==> src/rtl/alu_seq_if.sv <==
// Handshake bundle between operand fetch (producer), alu_seq, and writeback (consumer).
interface alu_seq_if #(
    parameter int unsigned WIDTH = 16
);
    logic             in_valid;
    logic             in_ready;
    logic [2:0]       opcode;
    logic [WIDTH-1:0] a;
    logic [WIDTH-1:0] b;
    logic             out_valid;
    logic             out_ready;
    logic [WIDTH-1:0] result;
    logic [2:0]       flags;

    modport master (
        output in_valid, opcode, a, b, out_ready,
        input  in_ready, out_valid, result, flags
    );

    modport slave (
        input  in_valid, opcode, a, b, out_ready,
        output in_ready, out_valid, result, flags
    );
endinterface

==> src/rtl/alu_seq.sv <==
// Handshaked multi-cycle ALU: saturating arithmetic, byte reduction, nibble SIMD add,
// a 1-bit-per-cycle shifter, and a persistent {Z,V,N} flag register.
module alu_seq #(
    parameter int unsigned WIDTH = 16
) (
    input  logic       clk,
    input  logic       rst_n,
    alu_seq_if.slave   io_bus
);
    localparam int unsigned SHW   = $clog2(WIDTH);
    localparam int unsigned LANES = WIDTH / 8;
    localparam int unsigned NIBS  = WIDTH / 4;

    localparam logic [2:0] OpAdd = 3'b000, OpSub = 3'b001, OpXor = 3'b010, OpRed = 3'b011,
                           OpSll = 3'b100, OpSra = 3'b101, OpRor = 3'b110, OpPad = 3'b111;

    localparam logic [WIDTH-1:0] SatMax = {1'b0, {(WIDTH-1){1'b1}}};
    localparam logic [WIDTH-1:0] SatMin = {1'b1, {(WIDTH-1){1'b0}}};

    typedef enum logic [1:0] {StIdle, StShift, StDone} state_e;

    state_e           r_state;
    logic [WIDTH-1:0] r_work;
    logic [SHW-1:0]   r_cnt;
    logic [2:0]       r_op;
    logic [WIDTH-1:0] r_result;
    logic [2:0]       r_flags;

    logic [WIDTH:0]   w_sum;
    logic [WIDTH:0]   w_diff;
    logic [WIDTH-1:0] w_red;
    logic [WIDTH-1:0] w_pad;
    logic [4:0]       w_lane;
    logic [WIDTH-1:0] w_load_res;
    logic             w_load_sat;
    logic [WIDTH-1:0] w_shifted;
    logic [SHW-1:0]   w_shamt;
    logic             w_is_shift;

    function automatic logic [2:0] upd_flags(input logic [2:0] op, input logic [WIDTH-1:0] res,
                                             input logic sat, input logic [2:0] old);
        case (op)
            OpAdd, OpSub:        return {(res == '0), sat, res[WIDTH-1]};
            OpXor, OpSll,
            OpSra, OpRor:        return {(res == '0), old[1:0]};
            default:             return old;
        endcase
    endfunction

    assign w_sum      = {io_bus.a[WIDTH-1], io_bus.a} + {io_bus.b[WIDTH-1], io_bus.b};
    assign w_diff     = {io_bus.a[WIDTH-1], io_bus.a} - {io_bus.b[WIDTH-1], io_bus.b};
    assign w_shamt    = io_bus.b[SHW-1:0];
    assign w_is_shift = io_bus.opcode[2] && (io_bus.opcode != OpPad);

    // Modular WIDTH-bit accumulation yields the low bits of the full-precision sum.
    always_comb begin
        w_red = '0;
        for (int i = 0; i < int'(LANES); i++) begin
            w_red = w_red + WIDTH'($signed(io_bus.a[8*i +: 8]))
                          + WIDTH'($signed(io_bus.b[8*i +: 8]));
        end
    end

    always_comb begin
        w_pad  = '0;
        w_lane = '0;
        for (int i = 0; i < int'(NIBS); i++) begin
            w_lane = {io_bus.a[4*i+3], io_bus.a[4*i +: 4]} + {io_bus.b[4*i+3], io_bus.b[4*i +: 4]};
            if (w_lane[4] != w_lane[3]) begin
                w_pad[4*i +: 4] = w_lane[4] ? 4'b1000 : 4'b0111;
            end else begin
                w_pad[4*i +: 4] = w_lane[3:0];
            end
        end
    end

    always_comb begin
        w_load_res = io_bus.a;
        w_load_sat = 1'b0;
        case (io_bus.opcode)
            OpAdd: begin
                w_load_sat = w_sum[WIDTH] ^ w_sum[WIDTH-1];
                w_load_res = w_load_sat ? (w_sum[WIDTH] ? SatMin : SatMax) : w_sum[WIDTH-1:0];
            end
            OpSub: begin
                w_load_sat = w_diff[WIDTH] ^ w_diff[WIDTH-1];
                w_load_res = w_load_sat ? (w_diff[WIDTH] ? SatMin : SatMax) : w_diff[WIDTH-1:0];
            end
            OpXor:   w_load_res = io_bus.a ^ io_bus.b;
            OpRed:   w_load_res = w_red;
            OpPad:   w_load_res = w_pad;
            default: w_load_res = io_bus.a;
        endcase
    end

    always_comb begin
        w_shifted = r_work;
        case (r_op)
            OpSll:   w_shifted = {r_work[WIDTH-2:0], 1'b0};
            OpSra:   w_shifted = {r_work[WIDTH-1], r_work[WIDTH-1:1]};
            OpRor:   w_shifted = {r_work[0], r_work[WIDTH-1:1]};
            default: w_shifted = r_work;
        endcase
    end

    always_ff @(posedge clk or negedge rst_n) begin
        if (!rst_n) begin
            r_state  <= StIdle;
            r_work   <= '0;
            r_cnt    <= '0;
            r_op     <= OpAdd;
            r_result <= '0;
            r_flags  <= 3'b000;
        end else begin
            case (r_state)
                StIdle: begin
                    if (io_bus.in_valid) begin
                        r_op <= io_bus.opcode;
                        if (w_is_shift && (w_shamt != '0)) begin
                            r_work  <= io_bus.a;
                            r_cnt   <= w_shamt;
                            r_state <= StShift;
                        end else begin
                            r_result <= w_load_res;
                            r_flags  <= upd_flags(io_bus.opcode, w_load_res, w_load_sat, r_flags);
                            r_state  <= StDone;
                        end
                    end
                end
                StShift: begin
                    r_work <= w_shifted;
                    r_cnt  <= r_cnt - 1'b1;
                    if (r_cnt == SHW'(1)) begin
                        r_result <= w_shifted;
                        r_flags  <= upd_flags(r_op, w_shifted, 1'b0, r_flags);
                        r_state  <= StDone;
                    end
                end
                StDone: begin
                    if (io_bus.out_ready) begin
                        r_state <= StIdle;
                    end
                end
                default: r_state <= StIdle;
            endcase
        end
    end

    assign io_bus.in_ready  = (r_state == StIdle);
    assign io_bus.out_valid = (r_state == StDone);
    assign io_bus.result    = r_result;
    assign io_bus.flags     = r_flags;
endmodule

==> src/flat_wrapper.sv <==
// flat-port wrapper written by rule: the top's interface ports become plain ports
module alu_seq_flat 
#(
    parameter int unsigned WIDTH = 16
)
  (clk, rst_n, io_bus_in_valid, io_bus_opcode, io_bus_a, io_bus_b, io_bus_out_ready, io_bus_in_ready, io_bus_out_valid, io_bus_result, io_bus_flags);
  alu_seq_if #(.WIDTH(WIDTH)) io_bus_i ();
  input  logic clk;
  input  logic rst_n;
  input wire logic [$bits(io_bus_i.in_valid)-1:0] io_bus_in_valid;
  input wire logic [$bits(io_bus_i.opcode)-1:0] io_bus_opcode;
  input wire logic [$bits(io_bus_i.a)-1:0] io_bus_a;
  input wire logic [$bits(io_bus_i.b)-1:0] io_bus_b;
  input wire logic [$bits(io_bus_i.out_ready)-1:0] io_bus_out_ready;
  output wire logic [$bits(io_bus_i.in_ready)-1:0] io_bus_in_ready;
  output wire logic [$bits(io_bus_i.out_valid)-1:0] io_bus_out_valid;
  output wire logic [$bits(io_bus_i.result)-1:0] io_bus_result;
  output wire logic [$bits(io_bus_i.flags)-1:0] io_bus_flags;
  assign io_bus_i.in_valid = io_bus_in_valid;
  assign io_bus_i.opcode = io_bus_opcode;
  assign io_bus_i.a = io_bus_a;
  assign io_bus_i.b = io_bus_b;
  assign io_bus_i.out_ready = io_bus_out_ready;
  assign io_bus_in_ready = io_bus_i.in_ready;
  assign io_bus_out_valid = io_bus_i.out_valid;
  assign io_bus_result = io_bus_i.result;
  assign io_bus_flags = io_bus_i.flags;
  alu_seq #(.WIDTH(WIDTH)) u_core (.clk(clk), .rst_n(rst_n), .io_bus(io_bus_i));
endmodule
==> config.mk <==
export PLATFORM = sky130hd
export DESIGN_NAME = alu_seq_flat
export DESIGN_NICKNAME = d
export VERILOG_FILES = /design/src/rtl/alu_seq_if.sv /design/src/rtl/alu_seq.sv /design/src/flat_wrapper.sv
export SDC_FILE = /design/constraint.sdc
export NUM_CORES = 1
export LEC_CHECK = 0
export ABC_AREA = 1
export CAP_MARGIN = 25
export CORE_ASPECT_RATIO = 1.75
export CORE_MARGIN = 3
export CORE_UTILIZATION = 54
export CTS_CLUSTER_DIAMETER = 120
export DETAILED_ROUTE_END_ITERATION = 8
export PLACE_DENSITY = 0.88
export SYNTH_ARGS = -nofsm -noshare
export SYNTH_HDL_FRONTEND = slang
export SYNTH_SLANG_ARGS = --single-unit
==> constraint.sdc <==
create_clock -name clk -period 1.9 [get_ports clk]
set_clock_uncertainty 0.05 [all_clocks]
set_input_delay 0.475 -clock clk [delete_from_list [all_inputs] [get_ports clk]]
set_output_delay 0.475 -clock clk [all_outputs]
set_load 0.02 [all_outputs]
==> results of run 1 <==
==> repair_timing <==
| item | in CTS |
|---|---|
| pin swaps | 77 |
| gates cloned | 2 |
| resized for setup | 256 |
| buffers inserted | 29 |
| setup endpoints to repair | 42 |
==> cells by family after synthesis <==
family / count (synthesis) / synth area share [%]
and+or+nand+nor: 524 / 34.0
buffers and inverters: 190 / 12.0
DFF: 44 / 16.6
adders and majority gates: 69 / 14.7
AOI/OAI and AO/OA: 204 / 18.8
xor gates and xnor gates: 30 / 3.95
==> metal layers <==
metal | track usage [%] | overflow
met5 | 6.88 | 0
met4 | 70.3 | 30
met3 | 36.0 | 0
met2 | 87.2 | 37
met1 | 59.8 | 0
==> per-stage QoR <==
step	setup WS (ns)	setup TNS, ns	cells
2_1_floorplan	-1.88	-25.81	1061
4_1_cts	-2.23	-33.90	1514
3_5_place_dp	-2.95	-62.22	1479
3_3_place_gp	-2.63	-55.11	1479
==> flow_metrics.tcl, run 1 <==
set metrics [dict create \
    status "did not finish" \
    haltStage "5_1_grt" \
    error "[ERROR GRT-0116] Global routing finished with congestion. Check the congestion regions in the DRC Viewer." \
    netlist_area_um2 6650 \
    synth.most_common_cell "nand2_1" \
    ios 60 \
    ys_warn_count 0 \
    start_util_pct 55.4 \
    port_buffers 59 \
    htreeDepth 2 \
    clock-root-buffer "clkbuf_16" \
    synth_seq_cells 44 \
    grt.total_usage_pct 62.7 \
    first_global_vias 11778 \
    ys_seq_area_share_pct 16.6 \
    avgSynthCellArea_um2 6.27 \
    synth.largest_area_cell "dfrtp_1" \
    grt_max_degree 45 \
    hpwl_um 23800 \
    yosysUniqueCellTypes 47 \
    yosys_most_used_dff "dfrtp_1" \
    cts_buffer_depth 2 \
    synthArstFlopShare_pct 100 \
    synth-edff-count 0 \
    die_width_um 89.9 \
    cts_hold_buf 0 \
    place.gp.congestion 1.18 \
    clock-sinks 44 \
    synth.net_count 1169 \
    grt_pass1_wl_um 67200 \
    yosysTopAreaCellShare_pct 16.6 \
    synth.area.top_cells "dfrtp_1, nand2_1, ha_1" \
    cts_buffers 5 \
    rows 53 \
    synthCells 1061 \
    dpl_cell_area_um2 9140 \
    netlist_top_cells_count "nand2_1, inv_1, nor2_1, a21oi_1, nand3_1" \
    grt_overflow 67 \
    die_h_um 153 \
]
==> inputs of run 2 (changes only) <==
- CORE_ASPECT_RATIO: 1.75 -> not set
- CORE_UTILIZATION: 54 -> 40
- CTS_CLUSTER_DIAMETER: 120 -> not set
- PLACE_DENSITY: 0.88 -> not set
- PLACE_DENSITY_LB_ADDON: not set -> 0.15
- clock period: 1.9 -> 2.5 ns (I/O delays scaled with it)
==> flow_metrics.tcl, run 2 <==
set metrics [dict create \
    drv_slew 0 \
    layout_common_cells "buf_4, nand2_1, inv_1" \
    pre_cts_slack_ns -2.22 \
    reg2reg_depth 10 \
    wl_per_cell_um 18.4 \
    grt_antenna_before_repair 1 \
    yosys_most_used_dff "dfrtp_1" \
    grt_max_degree 38 \
    synth.largest_area_cell "dfrtp_1" \
    dp.cells 1526 \
    slowest_delay_ns 0.57 \
    rows 46 \
    synthCells 1061 \
    crit_start "io_bus_b[3]" \
    path_depth 25 \
    cts_buffer_depth 2 \
    dpl_cell_area_um2 9170 \
    final_common_cell "buf_4" \
    synthArstFlopShare_pct 100 \
    max_cap_viol_count 0 \
    die_h_um 135 \
    fmax_ghz 0.256 \
    hold_viol_final 0 \
    ys_seq_area_share_pct 16.6 \
    crit_family "adder cells" \
    drt_iter0_drc 832 \
    ys_warn_count 0 \
    nets 1480 \
    synth_seq_cells 44 \
    fin_crit_ns 3.91 \
    slew_headroom_pct 58.4 \
    crit_end "u_core.io_bus.flags[2]" \
    path_common_cell "nand2_1" \
    hp-class "in2async" \
    place.gp.congestion 0.982 \
    synth.most_common_cell "nand2_1" \
    drtPass1Iterations 5 \
    p_per_area_nw_per_um2 735 \
    ir_worst_vdd_uv 514 \
    area_delta_synth_final_pct 68.0 \
    power_mw 8.21 \
    tightest_slew_ns 0.617 \
    final_cell_area_um2 11200 \
    die_width_um 135 \
    rsz0062_at_grt "yes" \
    setup_viol 19 \
    die-area_um2 18200 \
    grt_pass1_wl_um 43800 \
    violations "negative setup slack" \
    final_cells 1589 \
    critPathBufInv 3 \
    r2r_slack_ns 0.23 \
    fin_crit_sh_pct 156 \
    vias 8527 \
    cts_tree "done" \
    slowest_stage "fa_1" \
    reg2reg_to "u_core.io_bus.flags[2]" \
    grt_overflow 0 \
    first_global_vias 8015 \
    drtAntennaViolNets 0 \
    critical_path_arrival_ns 4.08 \
    worstPathRequired_ns 2.67 \
    hpwl_um 22500 \
    netlist_top_cells_count "nand2_1, inv_1, nor2_1, a21oi_1, nand3_1" \
    drt-total-wl_um 29300 \
    critPathCaptureType "flop" \
    worstReg2RegStart "u_core.r_op[0]" \
    clock-root-buffer "clkbuf_16" \
    antennaDiodeCount 0 \
    crit_type "in2reg" \
    insertion_delay_ns 0.29 \
    leakage_nw 5.49 \
    clock-sinks 44 \
    port_buffers 59 \
    worst_setup_path_start_kind "input port" \
    clk_pin_slew_worst_paths_ns 0.07 \
    coreArea_um2 16100 \
    start_util_pct 41.4 \
    layout-drive-gt1-share_pct 44.1 \
    cts_buffers 5 \
    synth.net_count 1169 \
    synth.area.top_cells "dfrtp_1, nand2_1, ha_1" \
    grt.total_usage_pct 30.9 \
    drc 0 \
    yosysUniqueCellTypes 47 \
    avgSynthCellArea_um2 6.27 \
    ios 60 \
    netlist_area_um2 6650 \
    yosysTopAreaCellShare_pct 16.6 \
    htreeDepth 2 \
    synth-edff-count 0 \
    layout_setup_ws_ns -1.41 \
    final.setup.tns_ns -19.45 \
    critPathMaxFanout 3 \
    viasPerCell 5.37 \
    status "finished, violations left" \
]
run 2: layout make-up:
type / count / area, um2
clock buffer: 5 / 125
clock inverter: 3 / 46.3
fill: 1303 / 4880
inverter: 156 / 623
multi-input combinational: 828 / 6130
sequential: 44 / 1100
tap: 216 / 270
timing repair buffer: 337 / 2880
run 2: metrics by stage:
step | hold WS (ns) | utilization [%]
5_1_grt | 0.130 | 69.6
6_report | 0.120 | 69.6
3_5_place_dp | 0.423 | 57.1
4_1_cts | 0.126 | 65.9
2_1_floorplan | 0.279 | -
3_3_place_gp | 0.415 | 57.1
run 2: where the power goes:
group	internal, mW	switching [mW]	leakage, nW	total [mW]
Clock	0.475	0.303	0.0804	0.778
Combinational	2.78	3.30	4.88	6.09
Sequential	1.06	0.284	0.523	1.34
run 2: how the worst min path moves through the flow:
stage                                    to  slack (ns)                     from  depth (start not counted)
floorplan            u_core.io_bus.flags[0]        0.28                    rst_n                          0
global placement    u_core.io_bus.result[6]        0.41  u_core.io_bus.result[6]                          2
detailed placement   u_core.io_bus.flags[1]        0.42   u_core.io_bus.flags[1]                          2
CTS                       u_core.r_state[1]        0.13                    rst_n                          1
global route              u_core.r_state[1]        0.13                    rst_n                          1
finish                    u_core.r_state[0]        0.12                    rst_n                          1
run 2: layer usage:
layer  share of wire (%)  vias up  GRT usage (%)
met2                  46      419           49.9
met4                 3.4        2           7.56
met3                 8.3       87           4.36
li1                    -     4067              -
met5               0.068        -              0
met1                  42     3952           43.7
run 2: cells by family (layout without fill, tap and decap cells):
| group | after synthesis | after routing | share of synthesized area [%] |
|---|---|---|---|
| buffers and inverters | 190 | 501 | 12.0 |
| and+or+nand+nor | 524 | 525 | 34.0 |
| adders and majority gates | 69 | 69 | 14.7 |
| AOI/OAI and AO/OA | 204 | 204 | 18.8 |
| xor gates and xnor gates | 30 | 30 | 3.95 |
| DFF | 44 | 44 | 16.6 |
run 2: timing repair:
action                     CTS  global route
setup endpoints to repair   24            36
gates resized for setup    335           140
gates cloned                 1             0
hold buffers                 0             0
pin swaps                  143            72
setup buffers               44            17
Power figures use the tool's default switching activity.
